[config.mk]
export PLATFORM = sky130hd
export DESIGN_NAME = btn_debouncer_multi
export DESIGN_NICKNAME = d
export VERILOG_FILES = /design/src/rtl/btn_pkg.sv /design/src/rtl/btn_debounce_chan.sv /design/src/rtl/btn_debouncer_multi.sv
export SDC_FILE = /design/constraint.sdc
export NUM_CORES = 1
export LEC_CHECK = 0
export ABC_CLOCK_PERIOD_IN_PS = 4610
export BUFFER_PORTS_ARGS = -buffer_cell sky130_fd_sc_hd__buf_2
export CAP_MARGIN = 20
export CORE_MARGIN = 10
export CORE_UTILIZATION = 55
export DETAILED_ROUTE_END_ITERATION = 8
export HOLD_SLACK_MARGIN = 0.02
export PLACE_DENSITY = 0.8
export SETUP_SLACK_MARGIN = 0.1
export SKIP_LAST_GASP = 1
export SLEW_MARGIN = 5
export SYNTH_ARGS = -nofsm -noshare
export SYNTH_HDL_FRONTEND = slang
export SYNTH_HIERARCHICAL = 1
export SYNTH_SLANG_ARGS = --single-unit
[constraint.sdc]
create_clock -name clk -period 4.61 [get_ports clk]
set_input_delay 0.6915 -clock clk [delete_from_list [all_inputs] [get_ports clk]]
set_output_delay 0.6915 -clock clk [all_outputs]
set_load 0.005 [all_outputs]
[src/rtl/btn_pkg.sv]
// ---------------------------------------------------------------------------
// btn_pkg
//
// Purpose : Shared timing constants and a counter-width helper for the
//           multi-channel button debouncer (btn_debouncer_multi and
//           btn_debounce_chan).
//
// Contents:
//   DEBOUNCE_5MS_100MHZ  - 5 ms stability window at 100 MHz
//   REPEAT_DELAY_500MS   - 500 ms hold before the first auto-repeat
//   REPEAT_PERIOD_100MS  - 100 ms between later auto-repeats
//   cnt_width(n)         - bits needed for a counter running 0..n-1
// ---------------------------------------------------------------------------
package btn_pkg;

    localparam int DEBOUNCE_5MS_100MHZ = 500_000;
    localparam int REPEAT_DELAY_500MS  = 50_000_000;
    localparam int REPEAT_PERIOD_100MS = 10_000_000;

    // A counter that only has to reach n-1 needs clog2(n) bits. The width is
    // never allowed below 1 so that tiny settings still produce a legal vector.
    function automatic int cnt_width(input int n);
        return (n < 2) ? 1 : $clog2(n);
    endfunction

endpackage : btn_pkg

[src/rtl/btn_debounce_chan.sv]
// ---------------------------------------------------------------------------
// btn_debounce_chan
//
// Purpose : One debounced button channel. The raw input is synchronised,
//           filtered by a consecutive-cycle stability counter, and turned
//           into a registered level plus one-cycle press/release pulses.
//
// Optional: `define BTN_REPEAT_EN adds auto-repeat press pulses while the
//           debounced level stays high. Without it, the REPEAT_* parameters
//           are only range-checked and generate no logic.
//
// Ports:
//   clk         in   system clock, rising edge
//   rst         in   synchronous active-high reset
//   btn_in      in   raw asynchronous button input
//   btn_level   out  debounced stable state
//   btn_press   out  one-cycle pulse on a debounced 0->1 (and on repeats)
//   btn_release out  one-cycle pulse on a debounced 1->0
// ---------------------------------------------------------------------------
module btn_debounce_chan
    import btn_pkg::*;
#(
    parameter int SYNC_STAGES     = 2,
    parameter int DEBOUNCE_CYCLES = DEBOUNCE_5MS_100MHZ,
    parameter int REPEAT_DELAY    = REPEAT_DELAY_500MS,
    parameter int REPEAT_PERIOD   = REPEAT_PERIOD_100MS
) (
    input  logic clk,
    input  logic rst,
    input  logic btn_in,
    output logic btn_level,
    output logic btn_press,
    output logic btn_release
);

    // Elaboration-time range checks; they compile to nothing when legal.
    if (SYNC_STAGES < 2) begin : g_bad_sync
        $error("btn_debounce_chan: SYNC_STAGES must be >= 2");
    end
    if (DEBOUNCE_CYCLES < 2) begin : g_bad_debounce
        $error("btn_debounce_chan: DEBOUNCE_CYCLES must be >= 2");
    end
    if (REPEAT_DELAY < 1 || REPEAT_PERIOD < 1) begin : g_bad_repeat
        $error("btn_debounce_chan: REPEAT_DELAY and REPEAT_PERIOD must be >= 1");
    end

    localparam int              CW       = cnt_width(DEBOUNCE_CYCLES);
    localparam logic [CW-1:0]   CNT_LAST = CW'(DEBOUNCE_CYCLES - 1);

    // ------------------------------------------------------------------
    // Synchroniser: a pure shift chain, nothing combinational before the
    // last stage so metastability gets the full chain to resolve.
    // ------------------------------------------------------------------
    logic [SYNC_STAGES-1:0] sync_q;
    logic                   sync;

    // NOTE: state registers use non-blocking (<=) assignments so every flop
    // samples the pre-edge values of the others; blocking here would collapse
    // the chain into a single stage in simulation.
    always_ff @(posedge clk) begin
        if (rst) begin
            sync_q <= '0;
        end else begin
            sync_q <= {sync_q[SYNC_STAGES-2:0], btn_in};
        end
    end

    assign sync = sync_q[SYNC_STAGES-1];

    // ------------------------------------------------------------------
    // Stability filter. The counter measures how many consecutive cycles
    // the synchronised input has disagreed with the stable level; any
    // agreement clears it, so a glitch restarts the whole window.
    // ------------------------------------------------------------------
    logic [CW-1:0] cnt_q, cnt_d;
    logic          level_q, level_d;
    logic          press_q, press_d;
    logic          release_q, release_d;
    logic          mismatch;
    logic          flip;
    logic          rise;
    logic          fall;

    assign mismatch = sync ^ level_q;
    assign flip     = mismatch && (cnt_q == CNT_LAST);
    assign rise     = flip & ~level_q;
    assign fall     = flip &  level_q;

    // NOTE: every signal driven from always_comb gets a default at the top of
    // the block, so no path leaves it unassigned and no latch is inferred.
    always_comb begin
        cnt_d   = cnt_q;
        level_d = level_q;
        if (!mismatch || flip) begin
            cnt_d = '0;
        end else begin
            cnt_d = cnt_q + 1'b1;
        end
        if (flip) begin
            level_d = ~level_q;
        end
    end

`ifdef BTN_REPEAT_EN
    // ------------------------------------------------------------------
    // Auto-repeat. The counter runs only while the level is high; it is
    // held at zero while low, so it starts from zero on the press edge.
    // The first interval is REPEAT_DELAY, later ones REPEAT_PERIOD; the
    // armed flag selects which threshold applies.
    // ------------------------------------------------------------------
    localparam int              REP_MAX   = (REPEAT_DELAY > REPEAT_PERIOD) ?
                                            REPEAT_DELAY : REPEAT_PERIOD;
    localparam int              RW        = cnt_width(REP_MAX);
    localparam logic [RW-1:0]   REP_FIRST = RW'(REPEAT_DELAY - 1);
    localparam logic [RW-1:0]   REP_NEXT  = RW'(REPEAT_PERIOD - 1);

    logic [RW-1:0] rep_cnt_q, rep_cnt_d;
    logic          rep_armed_q, rep_armed_d;
    logic          rep_fire;

    always_comb begin
        rep_cnt_d   = rep_cnt_q;
        rep_armed_d = rep_armed_q;
        rep_fire    = 1'b0;
        if (!level_q || fall) begin
            // Low level, or a release landing on this edge: a release beats
            // a repeat that would otherwise fire in the same cycle.
            rep_cnt_d   = '0;
            rep_armed_d = 1'b0;
        end else if (rep_cnt_q == (rep_armed_q ? REP_NEXT : REP_FIRST)) begin
            rep_fire    = 1'b1;
            rep_cnt_d   = '0;
            rep_armed_d = 1'b1;
        end else begin
            rep_cnt_d   = rep_cnt_q + 1'b1;
        end
    end

    always_ff @(posedge clk) begin
        if (rst) begin
            rep_cnt_q   <= '0;
            rep_armed_q <= 1'b0;
        end else begin
            rep_cnt_q   <= rep_cnt_d;
            rep_armed_q <= rep_armed_d;
        end
    end

    assign press_d = rise | rep_fire;
`else
    assign press_d = rise;
`endif

    // Pulses are registered on the same edge that flips the level, so they
    // coincide exactly with the first cycle of the new level.
    assign release_d = fall;

    always_ff @(posedge clk) begin
        if (rst) begin
            cnt_q     <= '0;
            level_q   <= 1'b0;
            press_q   <= 1'b0;
            release_q <= 1'b0;
        end else begin
            cnt_q     <= cnt_d;
            level_q   <= level_d;
            press_q   <= press_d;
            release_q <= release_d;
        end
    end

    assign btn_level   = level_q;
    assign btn_press   = press_q;
    assign btn_release = release_q;

endmodule : btn_debounce_chan

[src/rtl/btn_debouncer_multi.sv]
// ---------------------------------------------------------------------------
// btn_debouncer_multi
//
// Purpose : NUM_BTNS independent debounced button channels for feeding
//           control FSMs. Each bit of btn_in is handled by its own
//           btn_debounce_chan; there is no interaction or arbitration
//           between channels.
//
// Optional: `define BTN_REPEAT_EN enables auto-repeat press pulses on held
//           buttons (REPEAT_DELAY, then every REPEAT_PERIOD cycles).
//
// Ports:
//   clk         in   system clock, rising edge
//   rst         in   synchronous active-high reset
//   btn_in      in   [NUM_BTNS-1:0] raw asynchronous button inputs
//   btn_level   out  [NUM_BTNS-1:0] debounced stable state
//   btn_press   out  [NUM_BTNS-1:0] one-cycle debounced press pulses
//   btn_release out  [NUM_BTNS-1:0] one-cycle debounced release pulses
// ---------------------------------------------------------------------------
module btn_debouncer_multi
    import btn_pkg::*;
#(
    parameter int NUM_BTNS        = 4,
    parameter int SYNC_STAGES     = 2,
    parameter int DEBOUNCE_CYCLES = DEBOUNCE_5MS_100MHZ,
    parameter int REPEAT_DELAY    = REPEAT_DELAY_500MS,
    parameter int REPEAT_PERIOD   = REPEAT_PERIOD_100MS
) (
    input  logic                clk,
    input  logic                rst,
    input  logic [NUM_BTNS-1:0] btn_in,
    output logic [NUM_BTNS-1:0] btn_level,
    output logic [NUM_BTNS-1:0] btn_press,
    output logic [NUM_BTNS-1:0] btn_release
);

    if (NUM_BTNS < 1) begin : g_bad_num
        $error("btn_debouncer_multi: NUM_BTNS must be >= 1");
    end

    for (genvar i = 0; i < NUM_BTNS; i++) begin : g_chan
        btn_debounce_chan #(
            .SYNC_STAGES     (SYNC_STAGES),
            .DEBOUNCE_CYCLES (DEBOUNCE_CYCLES),
            .REPEAT_DELAY    (REPEAT_DELAY),
            .REPEAT_PERIOD   (REPEAT_PERIOD)
        ) u_chan (
            .clk         (clk),
            .rst         (rst),
            .btn_in      (btn_in[i]),
            .btn_level   (btn_level[i]),
            .btn_press   (btn_press[i]),
            .btn_release (btn_release[i])
        );
    end

endmodule : btn_debouncer_multi

### Word level (Yosys, flattened, before mapping)

Cells that the tools add are included.

| cells by class | value |
|---|---|
| add/subtract/negate cells | 4 |
| equality and inequality tests | 4 |
| bitwise logic cells | 16 |
| reductions and logical operators | 16 |

Operators with widths:

| kind | number |
|---|---|
| adder 19 x 1 -> 19 bit (second input constant) | 4 |
| == test 19 bit (second input constant) | 4 |
| bitwise AND 1 bit | 8 |
| OR reduction 2 bit | 4 |
| logical AND 1 bit | 4 |
| zero test 1 bit | 4 |
| logical OR 1 bit | 4 |
| NOT 1 bit | 4 |
| XOR 1 bit | 4 |

| word-level totals | value |
|---|---|
| flip-flop bits (word level) | 96 |
| word-level logic and storage cells | 60 |

### Logic depth before layout (Yosys ltp)

| logic depth | value |
|---|---|
| depth in word-level cells | 4 |
| depth in mapped cells | 5 |
| gate-level depth less buffers | 5 |

### Modules after synthesis

The synthesis kept the hierarchy.

By module, submodules not included:

| module | instances | cells an instance | area an instance (um2) | seq. area each (um2) |
|---|---|---|---|---|
| btn_debounce_chan | 4 | 116 | 1,063.5 | 480.5 |

### Worst setup path after synthesis

Ideal clock, no wire load.

| path | value |
|---|---|
| path kind | reg2reg |
| from | reg g_chan[0].u_chan.cnt_q[0] |
| to | reg g_chan[0].u_chan.cnt_q[18] |
| setup time | 0.118 ns |
| data arrival time | 1.427 ns |
| required time | 4.492 ns |
| slack | 3.065 ns |
| stages on the path, launching flop included | 6 |
| path buffers | 0 |
| period minus slack after synthesis | 1.545 ns |
| cell sequence | dfxtp_1 > ha_1 > nand4_2 > nor4_1 > mux2i_1 > nor2_1 |

| between the ends | value |
|---|---|
| longest elaborated chain between the ends | 4 |
| elaborated cells between the ends (all ways) | 5 |
| those cells by class | add/sub: 1; eq/ne: 1; reduce/logical: 3 |

Ends and longest elaborated chain:

| what | RTL line | source |
|---|---|---|
| start, declared | btn_debounce_chan.sv:75 | `logic [CW-1:0] cnt_q, cnt_d;` |
| start signal, assigned | btn_debounce_chan.sv:165 | `cnt_q <= cnt_d;` |
| parallel branches: the longest is 4 deep, another holds adder 19 x 1 -> 19 bit | n/a |  |

Parallel ways; which one is timed is not known.
A chain may end at the register's enable or synchronous reset.

### Worst setup path after layout

| path | value |
|---|---|
| from | reg g_chan[0].u_chan.cnt_q[5] |
| to | reg g_chan[0].u_chan.cnt_q[11] |

Same word-level chain as after synthesis.

==> flow_metrics.py <==
metrics = {
    "pwr": {
        "seqPwrFrac": 0.607,
        "total_power_w": 0.00138,
        "swShare": 0.240,
        "pwr-share-comb": 0.011,
        "switchingPower_w": 0.000330,
        "p_int_w": 0.00105,
        "peakVddDrop_mv": 0.141,
        "power.leakage_nw": 1.36,
        "power.density_mw_per_mm2": 299,
        "power_frac_clock": 0.382,
    },
    "synthesis": {
        "ys_seq_elements": 96,
        "syn_inst": 464,
        "seq_area_frac_synth": 0.452,
        "synth_top_family_by_area": "simple AND/OR/NAND/NOR gates",
        "synth_compound_area_frac": 0.0506,
        "syn_avg_cell_area_um2": 9.17,
        "yosys_warnings": 6,
        "ys.flop_type": "dfxtp_1",
        "synth_nets": 474,
        "synth-simple-area-share": 0.328,
        "netlist_area_mm2": 0.00425,
        "muxShareOfSynthArea": 0.00941,
        "synthXorXnorAreaFrac": 0.124,
        "async_flop_share": 0,
        "synth-edff-count": 0,
        "synth.distinct_cells": 32,
        "synth_fa_ha_area_frac": 0.0118,
    },
    "flow_run": {
        "cap_viol_max_count": 0,
    },
    "die": {
        "die_h_um": 108,
        "ioPinCount": 18,
        "core_mm2": 0.00761,
        "dieArea_mm2": 0.0117,
        "initial_core_util": 0.559,
        "rows": 32,
        "die_w_um": 108,
    },
    "sta": {
        "relSlewSlack": 0.487,
        "min_period_over_period": 0.416,
        "final.setup_skew_ps": 11.5,
        "hold_slack_ps": 449,
        "hold_viol": 0,
        "setup_tns_ps": 0,
        "setup_viol": 0,
        "rsz0062_at_grt": "false",
        "fin_crit_ps": 1920,
        "max_freq_mhz": 522,
        "worst_pin_slew_ps": 769,
        "slew_viol_final": 0,
    },
    "place": {
        "numPortBuffers": 17,
        "place_congestion": 0.857,
        "dp_hpwl_um": 5350,
        "dpl_cell_area_mm2": 0.00442,
    },
    "cts": {
        "clk_pin_slew_ps": 100,
        "insertion_delay_ps": 370,
        "cts_resized": 0,
        "clock_path_buffers": 2,
        "numCtsBuffers": 9,
        "cts_root_buffer": "clkbuf_8",
        "htree_levels": 3,
        "cts_tree": "built",
        "cts_hold_buf": 0,
        "cts_setup_buffers": 0,
        "clock_sinks": 96,
    },
    "critical_path": {
        "cp.required_ps": 4850,
        "path_cells": "or3b_1 > nand4b_1 > o21ai_2 > nor2_1",
        "path_buf_inv": 0,
        "path_delay_family": "simple AND/OR/NAND/NOR gates",
        "cp_max_fo": 18,
        "worst_setup_path_start_kind": "flop",
        "cp-end-kind": "flop",
        "worstPathArrival_ps": 2160,
        "slowest_delay_ps": 640,
        "slowest_stage": "o21ai_2",
        "critPathKind": "reg2reg",
    },
    "detailed_routing": {
        "via_per_inst": 5.48,
        "wl_per_cell_um": 12.8,
        "drtPass1Iterations": 4,
        "wl_um": 7610,
        "drc_errors": 0,
        "dr_total_vias": 3259,
        "ant_nets": 0,
        "drt_iter0_markers": 139,
    },
    "grt": {
        "grt_max_degree": 19,
        "gr-total-overflow": 0,
        "grt_pass1_vias": 3040,
        "grt_usage": 0.138,
        "antenna_found_initial": 0,
        "grt_first_pass_wirelength_um": 13500,
    },
    "outcome": {
        "status": "finished, final reports clean",
    },
    "hold_path": {
        "hold_path_class": "reg2reg",
    },
    "cells_and_area": {
        "area_delta_synth_final_pct": 8.32,
        "final_core_util": 0.606,
        "final_common_cell": "dfxtp_1",
        "final_area_mm2": 0.00461,
        "insertedDiodeCount": 0,
        "nets": 498,
        "mostFrequentLayoutCells": "96 x dfxtp_1, 84 x nor2_1, 48 x xnor2_1",
        "drive_gt1_frac": 0.140,
    },
}
worst reg2reg max path: stages (launching register included):
cell and delay, ps:
dfxtp_1 380, or3b_1 380, nand4b_1 250, o21ai_2 640, nor2_1 130
power groups by stage:
stage	registers, W	clock network [W]	logic [W]
floorplan	0.000854	0	0.0000112
global placement	0.000855	0	0.0000154
detailed placement	0.000855	0	0.0000159
CTS	0.000836	0.000538	0.0000159
global route	0.000836	0.000572	0.0000179
finish	0.000836	0.000525	0.0000157
state kept, by name, indices dropped and copies added, names as in the netlist:
register                   count
g_chan.u_chan/cnt_q           76
g_chan.u_chan/btn_press        4
g_chan.u_chan/btn_release      4
g_chan.u_chan/sync_q           8
g_chan.u_chan/btn_level        4
per-layer routing:
layer	up-vias	track usage	part of all wire
met4	0	0.0725	0.023
met5	-	0	0
met3	17	0.0297	0.044
met1	1505	0.174	0.47
li1	1681	-	-
met2	56	0.216	0.46
through the flow:
stage                     cells  setup slack, ps
after floorplan             464             3070
after global placement      579             2760
after detailed placement    579             2710
after CTS                   595             2700
after global routing        595             2510
final                       595             2690
synth_stat cells, drive strengths merged (8+ instances only):
| master | n | share of area |
|---|---|---|
| a21oi | 12 | 0.018 |
| nor3 | 12 | 0.014 |
| nor2b | 8 | 0.012 |
| xnor2 | 48 | 0.099 |
| dfxtp | 96 | 0.45 |
| nand4 | 16 | 0.029 |
| nor4 | 28 | 0.041 |
| nor2 | 84 | 0.074 |
| xor2 | 12 | 0.025 |
| inv | 16 | 0.014 |
| nand3 | 32 | 0.049 |
| o21ai | 12 | 0.018 |
| nand2 | 28 | 0.025 |
| or2 | 8 | 0.014 |
layout make-up:
type | instances | area [µm²]
timing repair buffer | 17 | 85.1
fill | 641 | 3000
clock inverter | 7 | 62.6
tap | 102 | 128
sequential | 96 | 1920
clock buffer | 9 | 124
multi-input combinational | 348 | 2230
inverter | 16 | 60.1
final timing paths:
path                                    from  slack [ps]                         end  cells past startpoint
hold / removal    g_chan[3].u_chan/sync_q[0]         450  g_chan[3].u_chan/sync_q[1]                      1
hold reg to reg   g_chan[3].u_chan/sync_q[0]         450  g_chan[3].u_chan/sync_q[1]                      1
setup / recovery   g_chan[0].u_chan/cnt_q[5]        2690  g_chan[0].u_chan/cnt_q[11]                      4
setup reg to reg   g_chan[0].u_chan/cnt_q[5]        2690  g_chan[0].u_chan/cnt_q[11]                      4
cells by family (layout without fill, tap and decap cells):
kind of cell / after synthesis / in the layout
and+or+nand+nor: 248 / 248
DFF: 96 / 96
AOI/OAI and AO/OA: 32 / 32
buffers and inverters: 20 / 49
adders and majority gates: 4 / 4
muxes: 4 / 4
xor gates and xnor gates: 60 / 60
(Power assumes the default switching activity.)
